<file path="src/rtl/nibble_add_seq_if.sv">
// rtl/nibble_add_seq_if.sv - operand/result bundle for the nibble-serial adder
// NIBBLE_ADD_SEQ_SUB_EN adds the sub select line.
interface nibble_add_seq_if #(
    parameter int NIBBLES = 4
);
    localparam int W = 4 * NIBBLES;

    logic         start;
    logic [W-1:0] a;
    logic [W-1:0] b;
    logic         cin;
`ifdef NIBBLE_ADD_SEQ_SUB_EN
    logic         sub;
`endif
    logic         busy;
    logic         done;
    logic [W-1:0] s;
    logic         cout;
    logic         ovf;

`ifdef NIBBLE_ADD_SEQ_SUB_EN
    modport master (output start, a, b, cin, sub, input busy, done, s, cout, ovf);
    modport slave  (input start, a, b, cin, sub, output busy, done, s, cout, ovf);
`else
    modport master (output start, a, b, cin, input busy, done, s, cout, ovf);
    modport slave  (input start, a, b, cin, output busy, done, s, cout, ovf);
`endif
endinterface

</file>
<file path="src/rtl/nibble_add_seq.sv">
// rtl/nibble_add_seq.sv - W-bit adder built from one 4-bit ripple slice reused per cycle
// NIBBLE_ADD_SEQ_SUB_EN enables A-B via the sub select.
module ripple_carry_adder (
    input  logic [3:0] a,
    input  logic [3:0] b,
    input  logic       ci,
    output logic [3:0] s,
    output logic       co
);
    logic [4:0] c;

    assign c[0] = ci;
    for (genvar i = 0; i < 4; i++) begin : g_fa
        assign s[i]   = a[i] ^ b[i] ^ c[i];
        assign c[i+1] = (a[i] & b[i]) | (c[i] & (a[i] ^ b[i]));
    end
    assign co = c[4];
endmodule

module nibble_add_seq #(
    parameter int NIBBLES = 4
) (
    input  logic            clk,
    input  logic            rst,
    nibble_add_seq_if.slave bus
);
    localparam int W  = 4 * NIBBLES;
    localparam int CW = $clog2(NIBBLES);
    localparam logic [CW-1:0] LAST = CW'(NIBBLES - 1);

    typedef enum logic [1:0] {IDLE, RUN, DONE} state_t;

    state_t        state, state_nxt;
    logic          accept;
    logic          last_slice;
    logic [W-1:0]  a_q, b_q, shadow, s_q, result, b_eff;
    logic          carry, cout_q, ovf_q, c0;
    logic [CW-1:0] cnt;
    logic [3:0]    sl_a, sl_b, sl_s;
    logic          sl_co;

`ifdef NIBBLE_ADD_SEQ_SUB_EN
    // Subtraction is A + ~B + 1; the user carry-in is ignored in that mode.
    assign b_eff = bus.sub ? ~bus.b : bus.b;
    assign c0    = bus.sub ? 1'b1 : bus.cin;
`else
    assign b_eff = bus.b;
    assign c0    = bus.cin;
`endif

    assign last_slice = (cnt == LAST);

    always_ff @(posedge clk) begin
        if (rst) begin
            state <= IDLE;
        end else begin
            state <= state_nxt;
        end
    end

    always_comb begin
        state_nxt = state;
        accept    = 1'b0;
        bus.busy  = 1'b0;
        bus.done  = 1'b0;
        case (state)
            IDLE: begin
                if (bus.start) begin
                    accept    = 1'b1;
                    state_nxt = RUN;
                end
            end
            RUN: begin
                bus.busy = 1'b1;
                if (last_slice) begin
                    state_nxt = DONE;
                end
            end
            DONE: begin
                bus.done = 1'b1;
                if (bus.start) begin
                    accept    = 1'b1;
                    state_nxt = RUN;
                end else begin
                    state_nxt = IDLE;
                end
            end
            default: state_nxt = IDLE;
        endcase
    end

    assign sl_a = a_q[4*cnt +: 4];
    assign sl_b = b_q[4*cnt +: 4];

    ripple_carry_adder u_rca (
        .a  (sl_a),
        .b  (sl_b),
        .ci (carry),
        .s  (sl_s),
        .co (sl_co)
    );

    // The top slice is still in flight at the final edge, so splice it in directly.
    always_comb begin
        result          = shadow;
        result[W-1 -: 4] = sl_s;
    end

    always_ff @(posedge clk) begin
        if (rst) begin
            a_q    <= '0;
            b_q    <= '0;
            shadow <= '0;
            s_q    <= '0;
            carry  <= 1'b0;
            cout_q <= 1'b0;
            ovf_q  <= 1'b0;
            cnt    <= '0;
        end else begin
            if (accept) begin
                a_q   <= bus.a;
                b_q   <= b_eff;
                carry <= c0;
                cnt   <= '0;
            end
            if (state == RUN) begin
                shadow[4*cnt +: 4] <= sl_s;
                carry              <= sl_co;
                cnt                <= cnt + 1'b1;
                if (last_slice) begin
                    s_q    <= result;
                    cout_q <= sl_co;
                    ovf_q  <= (a_q[W-1] == b_q[W-1]) && (result[W-1] != a_q[W-1]);
                end
            end
        end
    end

    assign bus.s    = s_q;
    assign bus.cout = cout_q;
    assign bus.ovf  = ovf_q;
endmodule

</file>
<file path="src/flat_wrapper.sv">
// flat-port wrapper written by rule: the top's interface ports become plain ports
module nibble_add_seq_flat 
#(
    parameter int NIBBLES = 4
)
  (clk, rst, bus_start, bus_a, bus_b, bus_cin, bus_busy, bus_done, bus_s, bus_cout, bus_ovf);
  nibble_add_seq_if #(.NIBBLES(NIBBLES)) bus_i ();
  input  logic clk;
  input  logic rst;
  input wire logic [$bits(bus_i.start)-1:0] bus_start;
  input wire logic [$bits(bus_i.a)-1:0] bus_a;
  input wire logic [$bits(bus_i.b)-1:0] bus_b;
  input wire logic [$bits(bus_i.cin)-1:0] bus_cin;
  output wire logic [$bits(bus_i.busy)-1:0] bus_busy;
  output wire logic [$bits(bus_i.done)-1:0] bus_done;
  output wire logic [$bits(bus_i.s)-1:0] bus_s;
  output wire logic [$bits(bus_i.cout)-1:0] bus_cout;
  output wire logic [$bits(bus_i.ovf)-1:0] bus_ovf;
  assign bus_i.start = bus_start;
  assign bus_i.a = bus_a;
  assign bus_i.b = bus_b;
  assign bus_i.cin = bus_cin;
  assign bus_busy = bus_i.busy;
  assign bus_done = bus_i.done;
  assign bus_s = bus_i.s;
  assign bus_cout = bus_i.cout;
  assign bus_ovf = bus_i.ovf;
  nibble_add_seq #(.NIBBLES(NIBBLES)) u_core (.clk(clk), .rst(rst), .bus(bus_i));
endmodule
</file>
<file path="config.mk">
export PLATFORM = sky130hd
export DESIGN_NAME = nibble_add_seq_flat
export DESIGN_NICKNAME = d
export VERILOG_FILES = /design/src/rtl/nibble_add_seq_if.sv /design/src/rtl/nibble_add_seq.sv /design/src/flat_wrapper.sv
export SDC_FILE = /design/constraint.sdc
export NUM_CORES = 1
export LEC_CHECK = 0
export BUFFER_PORTS_ARGS = -buffer_cell sky130_fd_sc_hd__buf_4
export CORE_UTILIZATION = 46
export DETAILED_ROUTE_END_ITERATION = 12
export GPL_ROUTABILITY_DRIVEN = 0
export PLACE_DENSITY = 0.72
export RECOVER_POWER = 50
export SLEW_MARGIN = 20
export SYNTH_ARGS = -nofsm -noshare
export SYNTH_HDL_FRONTEND = slang
export SYNTH_SLANG_ARGS = --single-unit
</file>
<file path="constraint.sdc">
create_clock -name clk -period 2.8 [get_ports clk]
set_input_delay 0.84 -clock clk [delete_from_list [all_inputs] [get_ports clk]]
set_output_delay 0.84 -clock clk [all_outputs]
set_load 0.01 [all_outputs]
</file>
# Word level (Yosys, flattened, before mapping)
# Cells that the tools add are included.
[totals] regBits=71 inputBits=36 word_cells=61
[op_classes] n_addsub=2 eq_ne=7 shift=4 mux=13 bitwise_logic=20 n_reduce_logical=6
[op_table] operator="negation 4 -> 34 bit" count=1
[op_table] operator="variable shift 4 x 34 -> 16 bit, first input constant" count=1
[op_table] operator="indexed part select 4 x 34 -> 16 bit" count=1
[op_table] operator="indexed part select 16 x 5 -> 4 bit" count=2
[op_table] operator="bitwise mux 16 bit" count=1
[op_table] operator="bitwise AND 1 bit" count=8
[op_table] operator="2-to-1 mux 2 bit" count=4
[op_table] operator="XOR 1 bit" count=8
[op_table] operator="2-to-1 mux 1 bit" count=7
[op_table] operator="one-hot mux 2 bit (3 select lines)" count=1
[op_table] operator="== test 2 bit, second input constant" count=2
[op_table] operator="bitwise OR 1 bit" count=4
[op_table] operator="AND reduction 2 bit" count=2
[op_table] operator="adder 2 x 1 -> 2 bit, second input constant" count=1
[op_table] operator="== test 2 x 1 -> 1 bit, second input constant" count=1
[op_table] operator="logical NOT 2 bit" count=1
[op_table] operator="!= test 2 x 1 -> 1 bit, second input constant" count=1
[op_table] operator="!= test 2 bit, second input constant" count=1
[op_table] operator="nonzero test 2 bit" count=1
[op_table] operator="OR reduction 2 bit" count=1
[op_table] operator="== test 1 bit" count=1
[op_table] operator="logical AND 1 bit" count=1
[op_table] operator="!= test 1 bit" count=1

# Longest topological paths before layout
# Gate-level depths: netlist of run 1.
[depth] word_depth=11 ltp_mapped=10

# Modules after synthesis
# A second synthesis of run 1 with hierarchy kept.
[unflattened] cells_unflattened=332 area_unflattened_um2=3011.6
[modules_own_cells] module="nibble_add_seq" n_inst=1 cells_per_inst=318 area_per_inst_um2=2894.0
[modules_own_cells] module="ripple_carry_adder" n_inst=1 cells_per_inst=14 area_per_inst_um2=117.6

# Worst setup path before layout of run 1
# OpenSTA, ideal clock, no wires.
[synth_path] path_type="flip-flop to flip-flop" startpoint="register u_core.cnt[1]" endpoint="register u_core.ovf_q, in the netlist u_core.bus.ovf" setup_ps=80 arrival_ps=2610 required_time_ps=2720 path_slack_ps=110 path_stages_with_launch=11 n_path_buf=1 synth_period_minus_slack_ps=2690 path_cell_list="dfxtp_1 > buf_6 > mux4_2 > inv_1 > fa_1 > fa_1 > inv_1 > fa_1 > fa_1 > nand3b_1 > a211oi_2"
[synth_between] elab_chain_cells=11 word_cells_on_any_way=20 cone_classes="eq/ne: 2; shift: 2; bitwise: 14; reduce/logical: 2"
[synth_lines] item="start, declared" line_no="nibble_add_seq.sv:38" source="logic [CW-1:0] cnt;"
[synth_lines] item="start signal, assigned" line_no="nibble_add_seq.sv:129" source="cnt <= cnt + 1'b1;"
[synth_lines] item="indexed part select 16 x 5 -> 4 bit, on equally long branches" line_no="nibble_add_seq.sv:92, nibble_add_seq.sv:93"
[synth_lines] item="XOR 1 bit" line_no="nibble_add_seq.sv:15" source="assign c[i+1] = (a[i] & b[i]) | (c[i] & (a[i] ^ b[i]));"
[synth_lines] item="bitwise AND 1 bit" line_no="nibble_add_seq.sv:15"
[synth_lines] item="bitwise OR 1 bit" line_no="nibble_add_seq.sv:15"
[synth_lines] item="bitwise AND 1 bit" line_no="nibble_add_seq.sv:15"
[synth_lines] item="bitwise OR 1 bit" line_no="nibble_add_seq.sv:15"
[synth_lines] item="bitwise AND 1 bit" line_no="nibble_add_seq.sv:15"
[synth_lines] item="bitwise OR 1 bit" line_no="nibble_add_seq.sv:15"
[synth_lines] item="XOR 1 bit (*)" line_no="nibble_add_seq.sv:14" source="assign s[i] = a[i] ^ b[i] ^ c[i];"
[synth_lines] item="via u_core.sl_s[3]" line_no="nibble_add_seq.sv:39" source="logic [3:0] sl_a, sl_b, sl_s;"
[synth_lines] item="!= test 1 bit (*)" line_no="nibble_add_seq.sv:133" source="ovf_q <= (a_q[W-1] == b_q[W-1]) && (result[W-1] != a_q[W-1]);"
[synth_lines] item="logical AND 1 bit (*)" line_no="nibble_add_seq.sv:133"
[synth_lines] item="end signal, assigned" line_no="nibble_add_seq.sv:133"
[synth_lines] item="end, declared" line_no="nibble_add_seq.sv:37" source="logic carry, cout_q, ovf_q, c0;"
# Mark *: on every way through the listed nets, which the timed path passes. The rest lies on a longest branch.
# A chain may end at the register's enable or synchronous reset.

# Worst setup path after layout of run 1
[layout_path] startpoint="register u_core.cnt[0]" endpoint="register u_core.ovf_q, in the netlist u_core.bus.ovf"
# The elaborated chain is that of the path after synthesis.

==> results of run 1 <==
stage by stage:
step	hold WS, ns	worst slack [ns]	instances
final	0.4514	0.1330	453
after global routing	0.4726	0.01110	453
after CTS	0.4529	0.08005	452
after detailed placement	0.4446	0.01497	437
after global placement	0.4409	0.06297	437
after floorplan	0.4319	0.1101	320
synth_stat cells:
library cell,n,share of area [%]
clkbuf_1,2,0.24
nand2b_4,1,0.44
buf_2,6,0.97
nor2_2,3,0.61
or2_2,2,0.40
ha_1,5,2.0
dfxtp_1,67,43
a311oi_2,1,0.48
mux4_2,8,5.8
nand2_2,30,6.1
inv_1,21,2.5
nor2b_1,3,0.61
a21oi_2,30,8.5
nand2b_1,3,0.61
nand2_1,68,8.2
buf_6,4,1.5
and3b_1,4,1.1
o21a_1,1,0.24
nor2_1,5,0.61
buf_12,4,2.6
a211oi_2,3,1.2
buf_4,6,1.5
nand3_1,5,0.81
a21oi_1,20,3.2
o32ai_1,12,3.4
fa_1,4,2.6
nand3b_2,1,0.36
nand3b_1,1,0.24
state kept, by name, indices dropped and copies added (netlist names):
register / cells
u_core.a_q: 16
u_core.b_q: 16
u_core.bus.cout: 1
u_core.bus.ovf: 1
u_core.bus.s: 16
u_core.carry: 1
u_core.cnt: 2
u_core.shadow: 12
u_core.state: 2
cell usage in the layout (no fill, tap or decap), drive strengths merged:
cell / n
or2: 2
and3b: 4
nor2b: 3
a21oi: 50
clkbuf: 12
fa: 4
nand2: 98
nand3: 5
a211oi: 3
dfxtp: 67
nor2: 8
clkinv: 3
ha: 5
o32ai: 12
inv: 21
a311oi: 1
buf: 63
nand2b: 4
mux4: 8
nand3b: 2
o21a: 1
worst max path at each step:
| stage | from | to | slack [ns] | cells past startpoint |
|---|---|---|---|---|
| 6_report | u_core.cnt[0] | u_core.bus.ovf | 0.13 | 9 |
| 5_1_grt | u_core.cnt[0] | u_core.bus.ovf | 0.01 | 9 |
| 4_1_cts | u_core.cnt[0] | u_core.bus.ovf | 0.08 | 9 |
| 3_5_place_dp | u_core.cnt[0] | u_core.bus.ovf | 0.01 | 9 |
| 3_3_place_gp | u_core.cnt[0] | u_core.bus.ovf | 0.06 | 9 |
| 2_1_floorplan | u_core.cnt[1] | u_core.bus.ovf | 0.11 | 10 |
worst max-delay path, cell delays in order, from the launching register on:
cell and delay [ns]:
dfxtp_4 0.38, mux4_2 0.51, inv_2 0.07, fa_2 0.18, fa_1 0.15, inv_1 0.05
fa_2 0.34, fa_1 0.57, a21oi_1 0.10, a211oi_2 0.23
report_power, final:
group,internal (mW),leakage (nW),switching (mW)
logic,0.113,0.722,0.127
registers,0.989,0.547,0.0295
clock network,0.336,0.0860,0.334
total,1.44,1.35,0.491
cell families (layout without fill, tap and decap cells):
family                     count (synthesis)  count (layout)  synth area share, %
muxes                                      8               8                5.809
AOI/OAI and AO/OA                         67              67                17.02
adders and majority gates                  9               9                4.599
and+or+nand+nor                          126             126                20.09
DFF                                       67              67                43.24
buffers and inverters                     43              99                9.238
layer usage:
layer	share of wire (%)	GRT usage (%)	wire length [µm]	up-vias
met5	0	0	0	-
met4	1.4	6.583	83	0
met3	4.4	5.638	263	6
met2	46	29.14	2713	44
met1	49	23.53	2890	1051
li1	-	-	-	1165
what timing repair did:
| item | in CTS | in global routing |
|---|---|---|
| gates resized for setup | 1 | 8 |
| endpoints found under the setup margin | 1 | 4 |
| cloned | 0 | 0 |
| buffers inserted | 0 | 1 |
| endpoints found under the hold margin | 0 | 0 |
| pin swaps | 0 | 1 |
area by class of cell:
cell class              instances  area (µm²)
repair buffers                 63       480.5
multi-input cells             210        1395
clock inverters                 3       15.01
inverters                      21       78.83
clock buffers                  12       145.1
flip-flops and latches         67        1346
well taps                      77       96.34
fillers                       645        2865
==> impl_metrics.json, run 1 <==
{
  "worstSetupPathType": "reg2reg",
  "fin_tns_setup_ns": 0,
  "synth_cell_types": 28,
  "viasPerCell": 5.002,
  "antenna_found_initial": 0,
  "synth_area_mm2": 0.003102,
  "drc_errors": 10,
  "violations": "DRC, capacitance limit, slew limit",
  "wire_per_inst_um": 13.14,
  "r2r-start": "u_core.cnt[0]",
  "drv_cap": 1,
  "die_area_mm2": 0.007075,
  "clkSlewWorstSetupHoldPaths_ns": 0.06,
  "leakagePower_nw": 1.355,
  "syn_area_per_cell_um2": 9.693,
  "required_ns": 3.06,
  "synthToLayoutAreaGrowth_pct": 14.68,
  "ant_nets": 0,
  "totalWireLength_um": 5951,
  "clock-sinks": 67,
  "synth_seq_area_share_pct": 43.24,
  "fmax_mhz": 374.9,
  "fin_worst_skew_ns": 0.006057,
  "worstHoldStart": "u_core.shadow[6]",
  "num_vias": 2266,
  "die_width_um": 84.12,
  "cts_hold_buf": 0,
  "rows": 29,
  "track_usage_pct": 18.30,
  "power.total_mw": 1.930,
  "clock_latency_ns": 0.34,
  "status": "finished with violations",
  "ys_warn_count": 0,
  "synth_fp_nets": 365,
  "n_antenna_cell": 0,
  "worstPathArrival_ns": 2.93,
  "hpwl_um": 4287,
  "regToRegSetupSlack_ns": 0.13,
  "ys_ff_latch": 67,
  "top_level_ports": 56,
  "final_area_mm2": 0.003557,
  "netlist_instances": 320,
  "start_util_pct": 48.30,
  "ir_drop_uv": 325.3,
  "clockRootBuffer": "clkbuf_8",
  "grt_pass1_vias": 2214,
  "cts_buffers": 9,
  "worstSetupEndpointType": "flip-flop",
  "relSlewSlack_pct": -22.32,
  "power_density_mw_per_mm2": 542.4,
  "cts_tree": "built",
  "hold_end": "u_core.bus.s[6]",
  "reg2regPathDepth": 9,
  "worst_pin_slew_ns": 1.835,
  "nets": 417,
  "final_core_util_pct": 55.39,
  "slew_viol_final": 37,
  "period_minus_slack_ns": 2.667,
  "hold_violations": 0,
  "rsz0062_at_grt": "no",
  "io_buffers": 55,
  "crit-reg2reg-capture": "u_core.bus.ovf",
  "core_mm2": 0.006422,
  "hold-path-cell-count": 2,
  "grt_pass1_wl_um": 10170,
  "drive_gt1_share_pct": 36.70,
  "drt-initial-drc-count": 85,
  "first_pass_iters": 8,
  "die_h_um": 84.12,
  "clockBufferDepth": 2,
  "htree_num_levels": 3,
  "dpl_cell_area_mm2": 0.003458,
  "overflow": 0,
  "grt_start_max_net_pins": 53,
  "fin_crit_sh_pct": 95.25,
  "worstHoldPathType": "reg2reg",
  "cp_max_fo": 6,
  "final-setup-viol-count": 0,
  "crit_path_start_kind": "flip-flop"
}
(Power assumes the default switching activity.)
==> run 2: changes to the inputs <==
--- a/config.mk
+++ b/config.mk
@@ -6,6 +6,7 @@
 export NUM_CORES = 1
 export LEC_CHECK = 0
 export BUFFER_PORTS_ARGS = -buffer_cell sky130_fd_sc_hd__buf_4
+export CORE_ASPECT_RATIO = 1.2
 export CORE_UTILIZATION = 46
 export DETAILED_ROUTE_END_ITERATION = 12
 export GPL_ROUTABILITY_DRIVEN = 0
==> constraint.sdc (replaced) <==
create_clock -name clk -period 2.8 [get_ports clk]
set_input_delay 0.28 -clock clk [delete_from_list [all_inputs] [get_ports clk]]
set_output_delay 0.28 -clock clk [all_outputs]
set_load 0.01 [all_outputs]
==> impl_metrics.json, run 2 (same netlist as run 1, synthesis figures left out) <==
{
  "worstPathArrival_ns": 2.95,
  "wire_per_inst_um": 13.09,
  "drc_errors": 0,
  "totalWireLength_um": 6046,
  "pwr-share-seq_pct": 51.5,
  "drive_gt1_share_pct": 34.48,
  "post-route-worst-setup-slack_ns": 0.1226,
  "clock_latency_ns": 0.35,
  "clock-sinks": 67,
  "hpwl_um": 4307,
  "worstSetupPathType": "reg2reg",
  "cts_buffers": 9,
  "htree_num_levels": 3,
  "fillers": 636,
  "dpl_cell_area_mm2": 0.003476,
  "rsz0062_at_grt": "no",
  "regToRegSetupSlack_ns": 0.12,
  "crit_path_start_kind": "flip-flop",
  "top_level_ports": 56,
  "hold_violations": 0,
  "fin_crit_sh_pct": 95.62,
  "leakagePower_nw": 1.281,
  "clkSlewWorstSetupHoldPaths_ns": 0.07,
  "ir_drop_uv": 290.6,
  "final_common_cell": "nand2_1",
  "drt-initial-drc-count": 50,
  "overflow": 0,
  "track_usage_pct": 18.83,
  "power.internal_mw": 1.472,
  "worstHoldStart": "bus_b[14]",
  "slowest_delay_ns": 0.46,
  "fin_tns_setup_ns": 0,
  "crit_path_frequent_cell": "fa_1",
  "fmax_mhz": 373.5,
  "num_vias": 2264,
  "nets": 417,
  "worstHoldPathType": "in2reg",
  "power_switching_uw": 504.9,
  "grt_start_max_net_pins": 59,
  "pre_cts_ws_ns": -0.01064,
  "comb_power_share_pct": 12.5,
  "grt_pass1_wl_um": 10180,
  "fin_worst_skew_ns": 0.006595,
  "swShare_pct": 25.54,
  "slew_viol_final": 37,
  "viasPerCell": 4.900,
  "startpoint": "u_core.cnt[0]",
  "power_density_mw_per_mm2": 557.1,
  "clkPwrFrac_pct": 36.0,
  "grt_pass1_vias": 2230,
  "synthToLayoutAreaGrowth_pct": 14.40,
  "cp.buffers_inverters": 2,
  "ant_nets": 0,
  "clockBufferDepth": 2,
  "drv_cap": 1,
  "antenna_found_initial": 0,
  "cp_max_fo": 6,
  "die_width_um": 76.96,
  "critical_path.slowest_cell": "fa_1",
  "io_buffers": 55,
  "post_cts_buffers": 0,
  "cp_cell_sequence": "mux4_2 -> inv_1 -> fa_1 -> fa_1 -> inv_1 -> fa_2 -> fa_1 -> nand3b_1 -> a211oi_2",
  "die_h_um": 91.95,
  "required_ns": 3.07,
  "violations": "capacitance limit, slew limit",
  "core_mm2": 0.006486,
  "critical-path-top-delay-family": "adder cells",
  "final_area_mm2": 0.003548,
  "clockRootBuffer": "clkbuf_8",
  "layout_common_cells": "nand2_1, dfxtp_1, buf_4",
  "period_minus_slack_ns": 2.677,
  "cts_hold_buf": 0,
  "r2r-start": "u_core.cnt[0]",
  "relSlewSlack_pct": -28.35,
  "cts_tree": "built",
  "n_antenna_cell": 0,
  "worst_pin_slew_ns": 1.925,
  "start_util_pct": 47.82,
  "status": "finished with violations",
  "die_area_mm2": 0.007076,
  "worstSetupEndpointType": "flip-flop",
  "rows": 32,
  "power.total_mw": 1.977,
  "final-setup-viol-count": 0,
  "first_pass_iters": 4
}
run 2: cell types whose count changed in the layout (fill, tap and decap cells not counted), moves of 2 or more:
cell	change
clkbuf_1	+20
buf_4	-19
a21oi_1	-8
a21oi_2	+8
nand2_1	-5
nand2_2	+5
inv_1	+2
inv_2	-2
run 2: tightest hold or removal path, cell delays in order:
cell	delay, ns
buf_4	0.11
nand2_1	0.04
a21oi_1	0.05
run 2: cell type report:
type / instances / area, µm² / area share, %
Multi-Input combinational cell: 210 / 1439 / 40.55
Sequential cell: 67 / 1346 / 37.94
Timing Repair Buffer: 63 / 405.4 / 11.42
Clock buffer: 14 / 162.7 / 4.584
Tap cell: 85 / 106.4 / 2.997
Inverter: 21 / 78.83 / 2.221
Clock inverter: 2 / 10.01 / 0.2821
run 2: what timing repair did:
item	4_1_cts	5_1_grt
cloned	0	0
pin swaps	0	1
endpoints found under the setup margin	1	2
gates resized for setup	1	4
endpoints found under the hold margin	0	0
run 2: path summary, 6_finish.rpt:
| kind | end | depth (start not counted) |
|---|---|---|
| setup / recovery | u_core.bus.ovf | 9 |
| hold / removal | u_core.b_q[14] | 3 |
| setup reg to reg | u_core.bus.ovf | 9 |
| hold reg to reg | u_core.bus.s[1] | 2 |
run 2: per-stage QoR:
stage / hold WS (ns) / instances / utilization [%]
CTS: 0.1777 / 462 / 56.27
floorplan: 0.4160 / 320 / -
finish: 0.1794 / 462 / 54.71
global route: 0.1790 / 462 / 54.71
global placement: 0.4391 / 446 / 53.59
detailed placement: 0.4468 / 446 / 53.59
run 2: power groups by stage:
stage               clock (mW)  combinational [mW]  sequential [mW]
floorplan                    0               0.205             1.03
global route             0.772               0.274             1.02
detailed placement           0               0.255             1.04
CTS                      0.725               0.256             1.02
global placement             0               0.250             1.04
finish                   0.712               0.248             1.02
run 2: layer usage:
layer,vias to the layer above,GRT usage (%),wire (µm)
li1,1162,-,-
met1,1043,21.24,2640
met2,47,32.66,3067
met3,12,3.383,191
met4,0,11.70,146
met5,-,0,0
